<file path="config.mk">
export PLATFORM = sky130hd
export DESIGN_NAME = prng_sample_ctrl
export DESIGN_NICKNAME = d
export VERILOG_FILES = /design/src/rtl/prng_sample_ctrl.sv
export SDC_FILE = /design/constraint.sdc
export NUM_CORES = 1
export LEC_CHECK = 0
export ABC_AREA = 1
export CORE_MARGIN = 1
export CORE_UTILIZATION = 33
export DETAILED_ROUTE_END_ITERATION = 10
export PLACE_DENSITY_LB_ADDON = 0.25
export RECOVER_POWER = 100
export SKIP_LAST_GASP = 1
export SYNTH_ARGS = -nofsm -noshare
export SYNTH_HDL_FRONTEND = slang
export SYNTH_SLANG_ARGS = --single-unit
</file>
<file path="constraint.sdc">
create_clock -name clk -period 3.6 [get_ports clk]
set_input_delay 0.36 -clock clk [delete_from_list [all_inputs] [get_ports clk]]
set_output_delay 0.36 -clock clk [all_outputs]
set_load 0.02 [all_outputs]
</file>
<file path="src/rtl/prng_sample_ctrl.sv">
// Sample controller for the PRNG display: tick divider, button conditioning,
// an 8-deep sample history and a RUN/HOLD browser over that history.
module prng_sample_ctrl #(
  parameter logic [23:0] TICK_DIV = 24'd10_000_000
) (
  input  logic       clk,
  input  logic       reset,
  input  logic       ena,
  input  logic [7:0] rnd_byte,
  input  logic       btn_hold,
  input  logic       btn_step,
  output logic       tick_out,
  output logic [7:0] disp_byte,
  output logic [2:0] hist_idx,
  output logic       hold_led,
  output logic       buf_full
);
  localparam int unsigned CW    = 24;
  localparam int unsigned DW    = 8;
  localparam int unsigned DEPTH = 8;
  localparam int unsigned PW    = 3;
  localparam int unsigned FW    = 4;

  typedef enum logic {RUN = 1'b0, HOLD = 1'b1} state_t;

  state_t        state;
  logic [CW-1:0] div_cnt;
  logic          tick;
  logic [2:0]    hold_sync;
  logic [2:0]    step_sync;
  logic          hold_pulse;
  logic          step_pulse;
  logic [DW-1:0] mem [DEPTH];
  logic [PW-1:0] wr_ptr;
  logic [FW-1:0] fill;
  logic [PW-1:0] newest_ptr;
  logic [PW-1:0] step_idx;
  logic [PW-1:0] step_ptr;

  // Sample-rate divider; ena low parks it at zero.
  assign tick = ena && (div_cnt == TICK_DIV - 24'd1);

  always_ff @(posedge clk or posedge reset) begin
    if (reset) begin
      div_cnt <= '0;
    end else if (!ena || tick) begin
      div_cnt <= '0;
    end else begin
      div_cnt <= div_cnt + 24'd1;
    end
  end

  // Two synchronizer flops plus one history flop for rising-edge detection.
  always_ff @(posedge clk or posedge reset) begin
    if (reset) begin
      hold_sync <= '0;
      step_sync <= '0;
    end else begin
      hold_sync <= {hold_sync[1:0], btn_hold};
      step_sync <= {step_sync[1:0], btn_step};
    end
  end

  assign hold_pulse = hold_sync[1] & ~hold_sync[2];
  assign step_pulse = step_sync[1] & ~step_sync[2];

  // History age after a step wraps once it reaches the oldest stored sample.
  assign newest_ptr = wr_ptr - 3'd1;
  assign step_idx   = ({1'b0, hist_idx} == fill - 4'd1) ? 3'd0 : hist_idx + 3'd1;
  assign step_ptr   = newest_ptr - step_idx;

  // The LFSRs only advance while samples are being captured.
  assign tick_out = tick && (state == RUN);
  assign hold_led = (state == HOLD);
  assign buf_full = (fill == FW'(DEPTH));

  always_ff @(posedge clk or posedge reset) begin
    if (reset) begin
      state     <= RUN;
      wr_ptr    <= '0;
      fill      <= '0;
      hist_idx  <= '0;
      disp_byte <= '0;
      mem       <= '{default: '0};
    end else begin
      case (state)
        RUN: begin
          if (tick) begin
            mem[wr_ptr] <= rnd_byte;
            wr_ptr      <= wr_ptr + 3'd1;
            disp_byte   <= rnd_byte;
            if (fill != FW'(DEPTH)) begin
              fill <= fill + 4'd1;
            end
          end
          if (hold_pulse) begin
            state    <= HOLD;
            hist_idx <= '0;
          end
        end
        HOLD: begin
          if (hold_pulse) begin
            state     <= RUN;
            hist_idx  <= '0;
            disp_byte <= (fill == '0) ? '0 : mem[newest_ptr];
          end else if (step_pulse && (fill != '0)) begin
            hist_idx  <= step_idx;
            disp_byte <= mem[step_ptr];
          end
        end
        default: state <= RUN;
      endcase
    end
  end

endmodule

</file>
Yosys cells after proc, flatten, opt, wreduce, memory -nomap -nowiden. Cells that the tools add are included.

Output and inout bits: 14. Input port bits: 13. Register bits: 113. Logic and storage cells: 77.

Mux-type cells: 23. Reduce and logical (&&, ||, !) cells: 12. $add $sub $neg: 7. Equal/unequal tests: 7. $lt $le $gt $ge: 4. Bitwise logic cells: 8.

Operator list (number): $mux 8 (9); $bwmux 64 (1); $bmux 8 s3 (2); $add 24x1->24 const B (1); $demux 8 s3 (1); $eq 24x24->1 const B (1); $mux 24 (1); $pmux 8 s2 (1); $ge 4x4->1 const B (3); $mux 3 (4); $not 3->4 (3); $add 3x1->3 const B (2); $pmux 3 s2 (1); $reduce_and 2->1 (3); $add 4x1->4 const B (1); $eq 3x4->1 (1); $eq 4x4->1 const B (1); $logic_and 1x1->1 (4); $logic_not 4->1 (1); $lt 4x1->1 const B (1); $ne 2x2->1 const B (2); $ne 4x4->1 const B (1); $reduce_bool 4->1 (1); $sub 4x1->4 const B (1); 10 further kinds (14).

Logic depth before layout (Yosys ltp).
Depth after elaboration: 11. Mapped depth: 24. Mapped depth without buffers: 22.

Least setup slack after synthesis. Ideal clock, no wire load.

Path type: register -> register. From: register fill[0]. To: register disp_byte[0]. Setup time: 66 ps. Stages on the path, launching flop included: 25. Slack: 417 ps. Period minus slack after synthesis: 3183 ps. Arrival time: 3117 ps. Data required time: 3534 ps. Path through: dfrtp_1 > inv_1 > ha_1 > nand2_1 > inv_1 > nor2_1 > nand3_1 > inv_1 > nand2_1 > inv_1 > nor2_1 > ha_1 > fa_1 > clkbuf_1 > inv_1 > clkbuf_1 > a21oi_1 > o21ai_0 > nand2_1 > inv_1 > nand3_1 > nand3_1 > nand2_1 > nand2_1 > nand2_1.

Longest elaborated chain between the ends: 11.

Ends and longest elaborated chain: start: declaration (line 35) `logic [FW-1:0] fill;`; start signal: assignment (line 93) `fill <= fill + 4'd1;`; $sub 4x1->4 (line 69) `assign step_idx = ({1'b0, hist_idx} == fill - 4'd1) ? 3'd0 : hist_idx + 3'd1;`; $eq 3x4->1 (line 69); $mux 3 (line 69); $sub 3x3->3 (line 70) `assign step_ptr = newest_ptr - step_idx;`; $not 3->4 (implied by the code) (line 108) `disp_byte <= mem[step_ptr];`; $bmux 8 s3 (line 108); $mux 8 (implied by the code) (2 in series) (line 108); $mux 8 (line 106) `end else if (step_pulse && (fill != '0)) begin`; $mux 8 (line 102) `if (hold_pulse) begin`; $pmux 8 s2 (line 86) `case (state)`; end signal: assignment (line 91) `disp_byte <= rnd_byte;`; end signal: assignment (line 105) `disp_byte <= (fill == '0) ? '0 : mem[newest_ptr];`; end signal: assignment (line 108); end: declaration (line 13) `output logic [7:0] disp_byte,`.

Parallel ways exist; a longest one is shown, timed or not. The select of a mux whose other input is x is not followed. A chain may end at the register's enable or synchronous reset.

Worst setup path in the final report.
From: register fill[0]. To: register disp_byte[7].

Same word-level chain as after synthesis.

==> reports/metrics.yaml <==
vias: 5395
area_delta_synth_final_pct: 16.9
worst-slew-pin-transition_ps: 1530
fin_tns_setup_ps: 0
yosys.area_share.simple_pct: 24.7
cts_resized: 0
wl_mm: 15.4
synth-xor-area-share_pct: 2.35
via_per_inst: 4.84
worst_slack_ps: 424
yosys_warnings: 0
die-area_sq_um: 19600
dp_hpwl_mm: 10.7
violations: "capacitance limit, slew limit"
synth_edf_count: 0
cp.required_ps: 3900
ir_drop_uv: 326
grt_remaining_overflow: 0
rsz0062_at_grt: "no"
crit_type: "flip-flop to flip-flop"
wl_per_cell_um: 13.8
holdWs_ps: 349
root_buffer: "clkbuf_16"
diodes: 0
cap_violations: 2
relSlewSlack_pct: -2.61
critPathBufInv: 7
critPathLaunchType: "flip-flop"
rows: 50
fin_skew_ps: 14.2
grt_max_degree: 64
syn-num-nets: 871
syn_inst: 847
fin_cells: 1114
final_antenna_net_count: 0
antenna_found_initial: 0
hold_path.class: "flip-flop to flip-flop"
yosys_register_bits: 113
ff2ff_setup_slack_ps: 420
cp_top_family: "adder cells"
ys.flop_type: "dfrtp_1"
async_flop_share_pct: 100
dp_slack_ps: 455
cp_slowest_stage_delay_ps: 450
syn-cell-area_sq_um: 6290
power_mw: 3.62
cp_max_fo: 24
numPortBuffers: 26
synth_fa_ha_area_share_pct: 2.31
finalCritPeriodShare_pct: 88.2
fin_crit_ps: 3180
ios: 27
clkLatencyLatePin_ps: 420
grt_use_total_pct: 16.9
place_congestion: 0.828
drt_iter0_markers: 343
cts_setup_buffers: 0
first_global_vias: 5024
path_cells: "inv_1 > ha_1 > nand2_1 > inv_1 > nor2_1 > nand3_1 > inv_1 > nand2_1 > inv_1 > nor2_1 > ha_1 > fa_1 > inv_1 > buf_4 > a21oi_1 > o21ai_0 > nand2_1 > inv_1 > nand3_1 > nand3_1 > nand2_1 > nand2_1 > nand2_1"
muxShareOfSynthArea_pct: 0
syn_avg_cell_area_sq_um: 7.43
endpoint_kind: "flip-flop"
maxSlewViolCount: 37
cts_buffers: 17
synth-compound-area-share_pct: 17.0
drc: 0
status: "complete, but fails checks"
fp.dieW_um: 140
cts_hold_buf: 0
clkTransAtPathRegs_ps: 60
critPathSlowestCell: "fa_1"
cts_buffer_depth: 2
cts_tree: "done"
max_freq_mhz: 315
htreeDepth: 4
dr.pass1.iters: 5
core-area_sq_um: 18700
clkSinkCount: 113
start_util_pct: 33.7
p_leak_nw: 3.38
power_density_nw_per_um2: 492
grt_pass1_wl_mm: 26.3
finalHoldViolCount: 0
fin_nets: 891
synth_top_family_by_area: "simple AND/OR/NAND/NOR gates"
ys_seq_area_share_pct: 44.9
finalSetupViolCount: 0
ys_types: 30
layout-drive-gt1-share_pct: 5.57
arrival_ps: 3480
die_y_um: 140
place_inst: 1082
## power breakdown
| part | switching (mW) | internal, mW |
|---|---|---|
| combinational | 0.266 | 0.154 |
| sequential | 0.0649 | 1.32 |
| clock | 0.583 | 1.23 |
| total | 0.914 | 2.71 |
## logic make-up (layout without fill, tap and decap cells)
| family | after synthesis | in the layout |
|---|---|---|
| adder cells (fa/ha/maj) | 11 | 11 |
| flip-flops | 113 | 113 |
| AO/OA/AOI/OAI | 205 | 205 |
| buffers and inverters | 136 | 169 |
| XOR/XNOR | 16 | 16 |
| AND/OR/NAND/NOR | 366 | 366 |
## stage by stage
| step | area (sq um) | util (%) |
|---|---|---|
| 5_1_grt | 7360 | 39.3 |
| 2_1_floorplan | 6290 | - |
| 3_5_place_dp | 6770 | 36.2 |
| 3_3_place_gp | 6770 | 36.2 |
| 4_1_cts | 7410 | 39.6 |
| 6_report | 7360 | 39.3 |
## final cells by class
| cell class | count | area [sq um] |
|---|---|---|
| clock buffer | 23 | 488 |
| clock inverter | 9 | 153 |
| fill | 1893 | 11300 |
| inverter | 100 | 377 |
| multi-input combinational | 598 | 2880 |
| sequential | 113 | 2830 |
| tap | 234 | 293 |
| timing repair buffer | 37 | 337 |
## per-layer routing
metal	track usage (%)	up-vias	wire length [um]
li1	-	2803	-
met1	24.1	2486	7960
met2	25.7	92	6790
met3	2.70	14	456
met4	6.30	0	187
met5	0	-	0
## state kept, by name (all words and copies together) (netlist names)
register and cells:
hold_sync 3, disp_byte 8, wr_ptr 3, div_cnt 24
step_sync 3, hold_led 1, hist_idx 3, mem 64
fill 4
## worst paths after layout
check / start / endpoint / cells after the start
max: fill[0] / disp_byte[7] / 23
max reg2reg: fill[0] / disp_byte[7] / 23
min in group asynchronous: reset / step_sync[1] / 2
min: hold_sync[0] / hold_sync[1] / 0
min reg2reg: hold_sync[0] / hold_sync[1] / 0
max in group asynchronous: reset / mem[39] / 3
## synthesized netlist by cell type, types with 10 or more instances
cell / number / area [sq um]
a21oi_1: 56 / 280
ha_1: 10 / 125
nor3_1: 11 / 55.1
clkbuf_1: 29 / 109
nor2_1: 71 / 267
inv_1: 99 / 372
o21ai_0: 129 / 646
nand2_1: 208 / 781
nand4_1: 13 / 81.3
nand3_1: 44 / 220
o211ai_1: 16 / 120
dfrtp_1: 113 / 2830
xor2_1: 12 / 105
## layout by cell type (no fill, tap or decap), drive strengths merged, types with 4 or more instances in the layout
master / instances
nor4: 5
nand4: 13
clkinvlp: 4
xor2: 12
a21oi: 56
nand3: 45
buf: 9
clkdlybuf4s50: 9
o21ai: 131
o211ai: 16
dlygate4sd3: 17
ha: 10
dfrtp: 113
clkbuf: 25
xnor2: 4
nand2: 215
bufinv: 4
inv: 99
nor3: 11
nor2: 72
## worst reg2reg max path, delay by kind of cell, from the launching register on
family / cells / cell delay [ps]
adder cells (fa/ha/maj): 3 / 930
AND/OR/NAND/NOR: 11 / 830
buffers and inverters: 7 / 740
flip-flops: 1 / 400
AO/OA/AOI/OAI: 2 / 160
(Power assumes the default switching activity.)
